File: config.mk
export PLATFORM = sky130hd
export DESIGN_NAME = sequential_access_my
export DESIGN_NICKNAME = d
export VERILOG_FILES = /design/src/rtl/sequential_access_bench_pkg.sv /design/src/rtl/seq_access_pattern.sv /design/src/rtl/sequential_access_my.sv
export SDC_FILE = /design/constraint.sdc
export NUM_CORES = 1
export LEC_CHECK = 0
export BUFFER_PORTS_ARGS = -buffer_cell sky130_fd_sc_hd__buf_2
export CORE_MARGIN = 2
export CORE_UTILIZATION = 59
export DETAILED_ROUTE_END_ITERATION = 7
export GPL_TIMING_DRIVEN = 0
export PLACE_DENSITY_LB_ADDON = 0.05
export SLEW_MARGIN = 30
export SYNTH_ARGS = -nofsm -noshare
export SYNTH_HDL_FRONTEND = slang
export SYNTH_SLANG_ARGS = --single-unit
File: constraint.sdc
create_clock -name CLK -period 7.69 [get_ports CLK]
set_input_delay 0.769 -clock CLK [delete_from_list [all_inputs] [get_ports CLK]]
set_output_delay 0.769 -clock CLK [all_outputs]
set_load 0.005 [all_outputs]
File: src/rtl/sequential_access_bench_pkg.sv
// rtl/sequential_access_bench_pkg.sv - shared constants for the sequential access engine
package sequential_access_bench_pkg;

    localparam logic [1:0] MODE_WRITE  = 2'd0;
    localparam logic [1:0] MODE_READ   = 2'd1;
    localparam logic [1:0] MODE_VERIFY = 2'd2;
    localparam logic [1:0] MODE_IDLE   = 2'd3;

    localparam logic [3:0] ST_FETCH0 = 4'd0;
    localparam logic [3:0] ST_LATCH0 = 4'd1;
    localparam logic [3:0] ST_FETCH1 = 4'd2;
    localparam logic [3:0] ST_LATCH1 = 4'd3;
    localparam logic [3:0] ST_FETCH2 = 4'd4;
    localparam logic [3:0] ST_LATCH2 = 4'd5;
    localparam logic [3:0] ST_RUN    = 4'd6;
    localparam logic [3:0] ST_DRAIN  = 4'd7;
    localparam logic [3:0] ST_REP0   = 4'd8;
    localparam logic [3:0] ST_REP1   = 4'd9;
    localparam logic [3:0] ST_IDLE   = ST_FETCH0;

    localparam int MODE_LSB   = 0;
    localparam int STRIDE_LSB = 4;
    localparam int START_LSB  = 16;

    function automatic logic mode_reads(input logic [1:0] mode);
        return (mode == MODE_READ) || (mode == MODE_VERIFY);
    endfunction

endpackage

File: src/rtl/seq_access_pattern.sv
// rtl/seq_access_pattern.sv - address/stride accumulator and SIMD lane pattern generator
module seq_access_pattern
    import sequential_access_bench_pkg::*;
#(
    parameter int SIMD_WIDTH = 4,
    parameter int W_D        = 32,
    parameter int W_A        = 12
) (
    input  logic                      clk,
    input  logic                      rst_n,
    input  logic                      load,
    input  logic                      step,
    input  logic [W_A-1:0]            start,
    input  logic [W_A-1:0]            stride,
    input  logic [W_D-1:0]            seed,
    output logic [W_A-1:0]            addr,
    output logic [W_D*SIMD_WIDTH-1:0] pattern,
    output logic [W_D*SIMD_WIDTH-1:0] pattern_d
);

    logic [W_D-1:0] base;

    // step is withheld on the last access so the address holds after the sweep
    always_ff @(posedge clk or negedge rst_n) begin
        if (!rst_n) begin
            addr      <= '0;
            base      <= '0;
            pattern_d <= '0;
        end else begin
            if (load) begin
                addr <= start;
                base <= seed;
            end else if (step) begin
                addr <= addr + stride;
                base <= base + W_D'(SIMD_WIDTH);
            end
            pattern_d <= pattern;
        end
    end

    for (genvar l = 0; l < SIMD_WIDTH; l++) begin : g_lane
        assign pattern[l*W_D +: W_D] = base + W_D'(l);
    end

endmodule

// rtl/sequential_access_my.sv
// rtl/sequential_access_my.sv - programmable write/read/verify/idle sweep engine over a SIMD memory
module sequential_access_my
    import sequential_access_bench_pkg::*;
#(
    parameter int SIMD_WIDTH = 4,
    parameter int W_D        = 32,
    parameter int W_A        = 12,
    parameter int W_COMM_D   = 32
) (
    input  logic                      CLK,
    input  logic                      RST_N,
    output logic [W_A-1:0]            mem_addr,
    output logic [W_D*SIMD_WIDTH-1:0] mem_d,
    output logic                      mem_we,
    input  logic [W_D*SIMD_WIDTH-1:0] mem_q,
    input  logic [W_COMM_D-1:0]       comm_q,
    input  logic                      comm_empty,
    output logic                      comm_deq,
    output logic [W_COMM_D-1:0]       comm_d,
    output logic                      comm_enq,
    input  logic                      comm_full
);

    localparam int W_P = W_D * SIMD_WIDTH;

    logic [3:0]     state;
    logic [3:0]     state_nx;
    logic [W_A:0]   len_r;
    logic [W_A:0]   idx;
    logic [1:0]     mode_r;
    logic [W_A-1:0] start_r;
    logic [W_A-1:0] stride_r;
    logic [31:0]    cycles;
    logic [31:0]    result;
    logic           rd_pending;
    logic [W_P-1:0] pattern;
    logic [W_P-1:0] pattern_d;
    logic [31:0]    wr_sum;
    logic [31:0]    rd_sum;
    logic [W_D-1:0] seed_w;
    logic           in_fetch;
    logic           in_rep;
    logic           in_run;
    logic           last_access;
    logic           load;
    logic           step;

    assign in_fetch    = (state == ST_FETCH0) || (state == ST_FETCH1) || (state == ST_FETCH2);
    assign in_rep      = (state == ST_REP0) || (state == ST_REP1);
    assign in_run      = (state == ST_RUN);
    assign last_access = (idx == len_r - 1'b1);
    assign load        = (state == ST_LATCH2) && (len_r != '0);
    assign step        = in_run && !last_access;
    assign seed_w      = W_D'(comm_q);

    seq_access_pattern #(
        .SIMD_WIDTH (SIMD_WIDTH),
        .W_D        (W_D),
        .W_A        (W_A)
    ) u_pattern (
        .clk        (CLK),
        .rst_n      (RST_N),
        .load       (load),
        .step       (step),
        .start      (start_r),
        .stride     (stride_r),
        .seed       (seed_w),
        .addr       (mem_addr),
        .pattern    (pattern),
        .pattern_d  (pattern_d)
    );

    always_comb begin
        state_nx = state;
        case (state)
            ST_FETCH0: if (!comm_empty) state_nx = ST_LATCH0;
            ST_LATCH0: state_nx = ST_FETCH1;
            ST_FETCH1: if (!comm_empty) state_nx = ST_LATCH1;
            ST_LATCH1: state_nx = ST_FETCH2;
            ST_FETCH2: if (!comm_empty) state_nx = ST_LATCH2;
            ST_LATCH2: state_nx = (len_r == '0) ? ST_REP0 : ST_RUN;
            ST_RUN:    if (last_access) state_nx = ST_DRAIN;
            ST_DRAIN:  state_nx = ST_REP0;
            ST_REP0:   if (!comm_full) state_nx = ST_REP1;
            ST_REP1:   if (!comm_full) state_nx = ST_FETCH0;
            default:   state_nx = ST_FETCH0;
        endcase
    end

    always_comb begin
        wr_sum = '0;
        rd_sum = '0;
        for (int l = 0; l < SIMD_WIDTH; l++) begin
            wr_sum = wr_sum + 32'(pattern[l*W_D +: W_D]);
            rd_sum = rd_sum + 32'(mem_q[l*W_D +: W_D]);
        end
    end

    // FETCH0 is the reset state, so the dequeue strobe must be gated by reset itself
    assign comm_deq = RST_N && in_fetch && !comm_empty;
    assign comm_enq = in_rep && !comm_full;
    assign comm_d   = !comm_enq ? '0 : (state == ST_REP0) ? W_COMM_D'(cycles) : W_COMM_D'(result);
    assign mem_we   = in_run && (mode_r == MODE_WRITE);
    assign mem_d    = mem_we ? pattern : '0;

    always_ff @(posedge CLK or negedge RST_N) begin
        if (!RST_N) begin
            state      <= ST_IDLE;
            len_r      <= '0;
            mode_r     <= MODE_WRITE;
            start_r    <= '0;
            stride_r   <= '0;
            idx        <= '0;
            cycles     <= '0;
            result     <= '0;
            rd_pending <= 1'b0;
        end else begin
            state      <= state_nx;
            rd_pending <= in_run && mode_reads(mode_r);
            case (state)
                ST_LATCH0: len_r <= comm_q[W_A:0];
                ST_LATCH1: begin
                    mode_r   <= comm_q[MODE_LSB +: 2];
                    stride_r <= comm_q[STRIDE_LSB +: W_A];
                    start_r  <= comm_q[START_LSB +: W_A];
                end
                ST_LATCH2: begin
                    idx    <= '0;
                    cycles <= '0;
                    result <= '0;
                end
                ST_RUN: begin
                    idx    <= idx + 1'b1;
                    cycles <= cycles + 32'd1;
                    if (mode_r == MODE_WRITE) result <= result + wr_sum;
                end
                ST_DRAIN: cycles <= cycles + 32'd1;
                default: ;
            endcase
            // read data lags its address by one cycle; DRAIN catches the final word
            if (rd_pending) begin
                if (mode_r == MODE_READ) begin
                    result <= result + rd_sum;
                end else if ((mem_q != pattern_d) && (result != '1)) begin
                    result <= result + 32'd1;
                end
            end
        end
    end

endmodule

==> run metrics <==
leading area contributor after synthesis dfrtp_1; Hold WS 0.149 ns; Clock Skews 0.0274 ns; crit path buf inv count 5; core area about 0.041 mm²; Detailed Route Iter0 Violations 3,585; Yosys reg bits a little under 300; critical path, cell by cell clkbuf_1 -> inv_1 -> ha_1 -> clkbuf_1 -> nor3_1 -> nand2_1 -> xnor2_1 -> fa_1 -> inv_1 -> fa_1 -> inv_1 -> ha_1 -> a21o_1 -> a21o_1 -> a21oi_1 -> o21a_1 -> o31ai_1 -> a31oi_1 -> o21ai_0 -> a21oi_1 -> mux2i_1 -> a211o_1; initial antenna violation count 7; Req. time, crit path between 8 and 9 ns; vias in the first global route 22.9k; Detail Route Antenna Nets 0; die area 0.0425 mm²; layout cells sized above 1 16.0%; Unique masters post-synth 75; RSZ-0062 raised after global routing false; Reg2Reg Depth 22; worst skew pair latency between 0.5 and 0.6 ns; top cells by area, synth dfrtp_1, fa_1, xnor2_1; CTS buffer count 37; clk buf depth 3; Sink Count 291; CP max stage delay approximately 0.74 ns; initial core utilization 59.5%; crit start category flip-flop; via count 23.4k; Nets 3,440; Post-Syn Nets 3,060; chip height 206 µm; Worst Setup Path Type flip-flop to flip-flop; first-pass GRT wire length approximately 150 mm; Worst Tran Pin Value between 1 and 1.5 ns; Root Driver clkbuf_16; r2r endpoint result[27]; cell mode on critical path inv_1; Slew Limit Fails 0; die width 206 µm; outcome finished, final reports clean; final worst setup slack 0.278 ns; register area share after synthesis between 30% and 40%; post-synth top area share 30.2%; CP Max Fanout 10; yosys warns 0; Vias per Instance 6.58; Final Hold Vio Count 0; post-route clock period utilization between 90% and 100%; placer congestion estimate 1.11; final setup vio count 0; setup TNS 0 ns; fmax 135 MHz; synthesized area 0.0241 mm²; endpoint class of the critical path flip-flop; CP max-delay cell nor3_1; Post-Synthesis Cells between 2k and 3k; CTS tree done; reg2reg start u_pattern.base[0]; routed len/inst 29.3 µm; Total Wirelength 104 mm; Avg Synthesized Cell Area 9.19 µm²; Slew HR between 20% and 30%; H-tree level count 2; worst path arrival time 7.88 ns; IO Port Bufs approximately 340; post-layout min period 7.41 ns; HP Class input pin to asynchronous set/reset pin; Total GRT Usage 49.4%; CTS clk-pin slew, worst paths 0.06 ns; EDFF count, synth 0; asr flop ratio synth 100%; drt pass-1 iters 6; dpl hpwl 84.6 mm; R2R setup slack between 0.2 and 0.3 ns; fillers approximately 3.2k; Top FF cell, synth dfrtp_1; number of cell rows 74; DRC 0; GR Overflow Total 0; pre-CTS setup slack 0.314 ns; I/O pin count ~340; largest net degree at the start of global routing 86; Max Cap Viol 0; Area Growth Syn to Fin 15.4%; delay-heaviest family, CP compound AO/OA/AOI/OAI gates
==> routing by layer <==
layer | vias to the layer above | routed length, µm | GRT usage (%) | part of all wire, %
li1 | 9719 | - | - | -
met1 | 11300 | 37200 | 63.1 | 36
met2 | 1911 | 45400 | 74.5 | 43
met3 | 484 | 13600 | 13.5 | 13
met4 | 8 | 8240 | 31.2 | 7.9
met5 | - | 48 | 0 | 0.046
==> through the flow <==
stage	instances	util [%]	instance area, µm²
4_1_cts	3562	68.6	27800
5_1_grt	3562	68.6	27800
3_3_place_gp	3494	65.3	26500
2_1_floorplan	2624	-	24100
6_report	3563	68.7	27800
3_5_place_dp	3497	65.5	26600
==> worst max-delay path by stage <==
stage                                 start     endpoint  slack, ns  depth (start not counted)
after floorplan           u_pattern.base[2]   result[28]       1.78                         24
after global placement                RST_N  start_r[10]       0.22                          1
after detailed placement  u_pattern.base[2]   result[27]       0.31                         20
after CTS                 u_pattern.base[2]   result[27]       0.30                         20
after global routing      u_pattern.base[4]   result[27]       0.10                         22
final                     u_pattern.base[0]   result[27]       0.28                         22
==> state kept, by name (all words and copies together) (netlist names) <==
register,flops
u_pattern.pattern_d,126
u_pattern.base,32
mode_r,2
state,4
rd_pending,1
start_r,12
u_pattern.addr,12
idx,13
stride_r,12
cycles,32
result,32
len_r,13
==> cell usage after synthesis (5+ instances only) <==
cell type    n
dfrtp_1    291
nand2_1    276
inv_1      200
xnor2_1    193
fa_1       183
nor2_1     159
o21ai_0    142
xor2_1     137
a21oi_1    129
clkbuf_1    97
and2_1      90
ha_1        89
nand3_1     58
nand4_1     54
nor3_1      47
nor4_1      38
and3_1      36
mux2_2      33
a21o_1      28
a31oi_1     23
a22oi_1     22
o221ai_1    19
nand2b_1    18
a221o_1     17
o22ai_1     16
nor2b_1     15
buf_2       13
o211ai_1    13
or3_1       13
o21a_1      12
o21ai_1     12
o31ai_1     12
a211o_1      9
clkinv_1     9
a211oi_1     8
and4_1       7
mux2i_1      7
o21bai_1     7
or2_2        7
nor3b_1      6
a22o_1       5
buf_1        5
o311ai_0     5
==> final cells by class <==
type,count,area (µm²),area share (%)
flip-flops and latches,291,7280,26.2
multi-input cells,2000,15600,56.0
repair buffers,341,1780,6.41
clock buffers,42,975,3.50
diodes,1,2.50,0.00899
plain buffers,120,485,1.74
clock inverters,23,258,0.926
inverters,213,800,2.87
well taps,532,666,2.39
==> timing repair <==
| action | in CTS | in global routing |
|---|---|---|
| hold buffers | 0 | 0 |
| setup endpoints to repair | 0 | 3 |
| setup buffers | 0 | 0 |
| resized for setup | 0 | 6 |
==> cell families (layout without fill, tap and decap cells) <==
group                      count (synthesis)  after routing  share of synthesized area, %
and+or+nand+nor                          839            839                          17.1
AOI/OAI and AO/OA                        518            518                          13.7
buffers and inverters                    333            739                          5.32
xor gates and xnor gates                 330            330                          12.0
DFF                                      291            291                          30.2
adders and majority gates                272            272                          19.8
muxes                                     41             41                          1.89
other                                      0              1                             0
==> cells in the final DEF (no fill, tap or decap), types with 19 or more instances in the layout <==
cell type / n
a21o_1: 28
a21oi_1: 129
a22oi_1: 22
a31oi_1: 23
and2_1: 90
and3_1: 36
buf_2: 350
clkbuf_1: 97
clkbuf_16: 37
dfrtp_1: 291
fa_1: 183
ha_1: 89
inv_1: 200
mux2_2: 33
nand2_1: 276
nand3_1: 58
nand4_1: 54
nor2_1: 159
nor3_1: 44
nor4_1: 37
o21ai_0: 141
o221ai_1: 19
xnor2_1: 192
xor2_1: 137
Power is left out: the tool's default activity adds up to more than one toggle a clock period on the data nets, which glitch-free logic cannot reach.
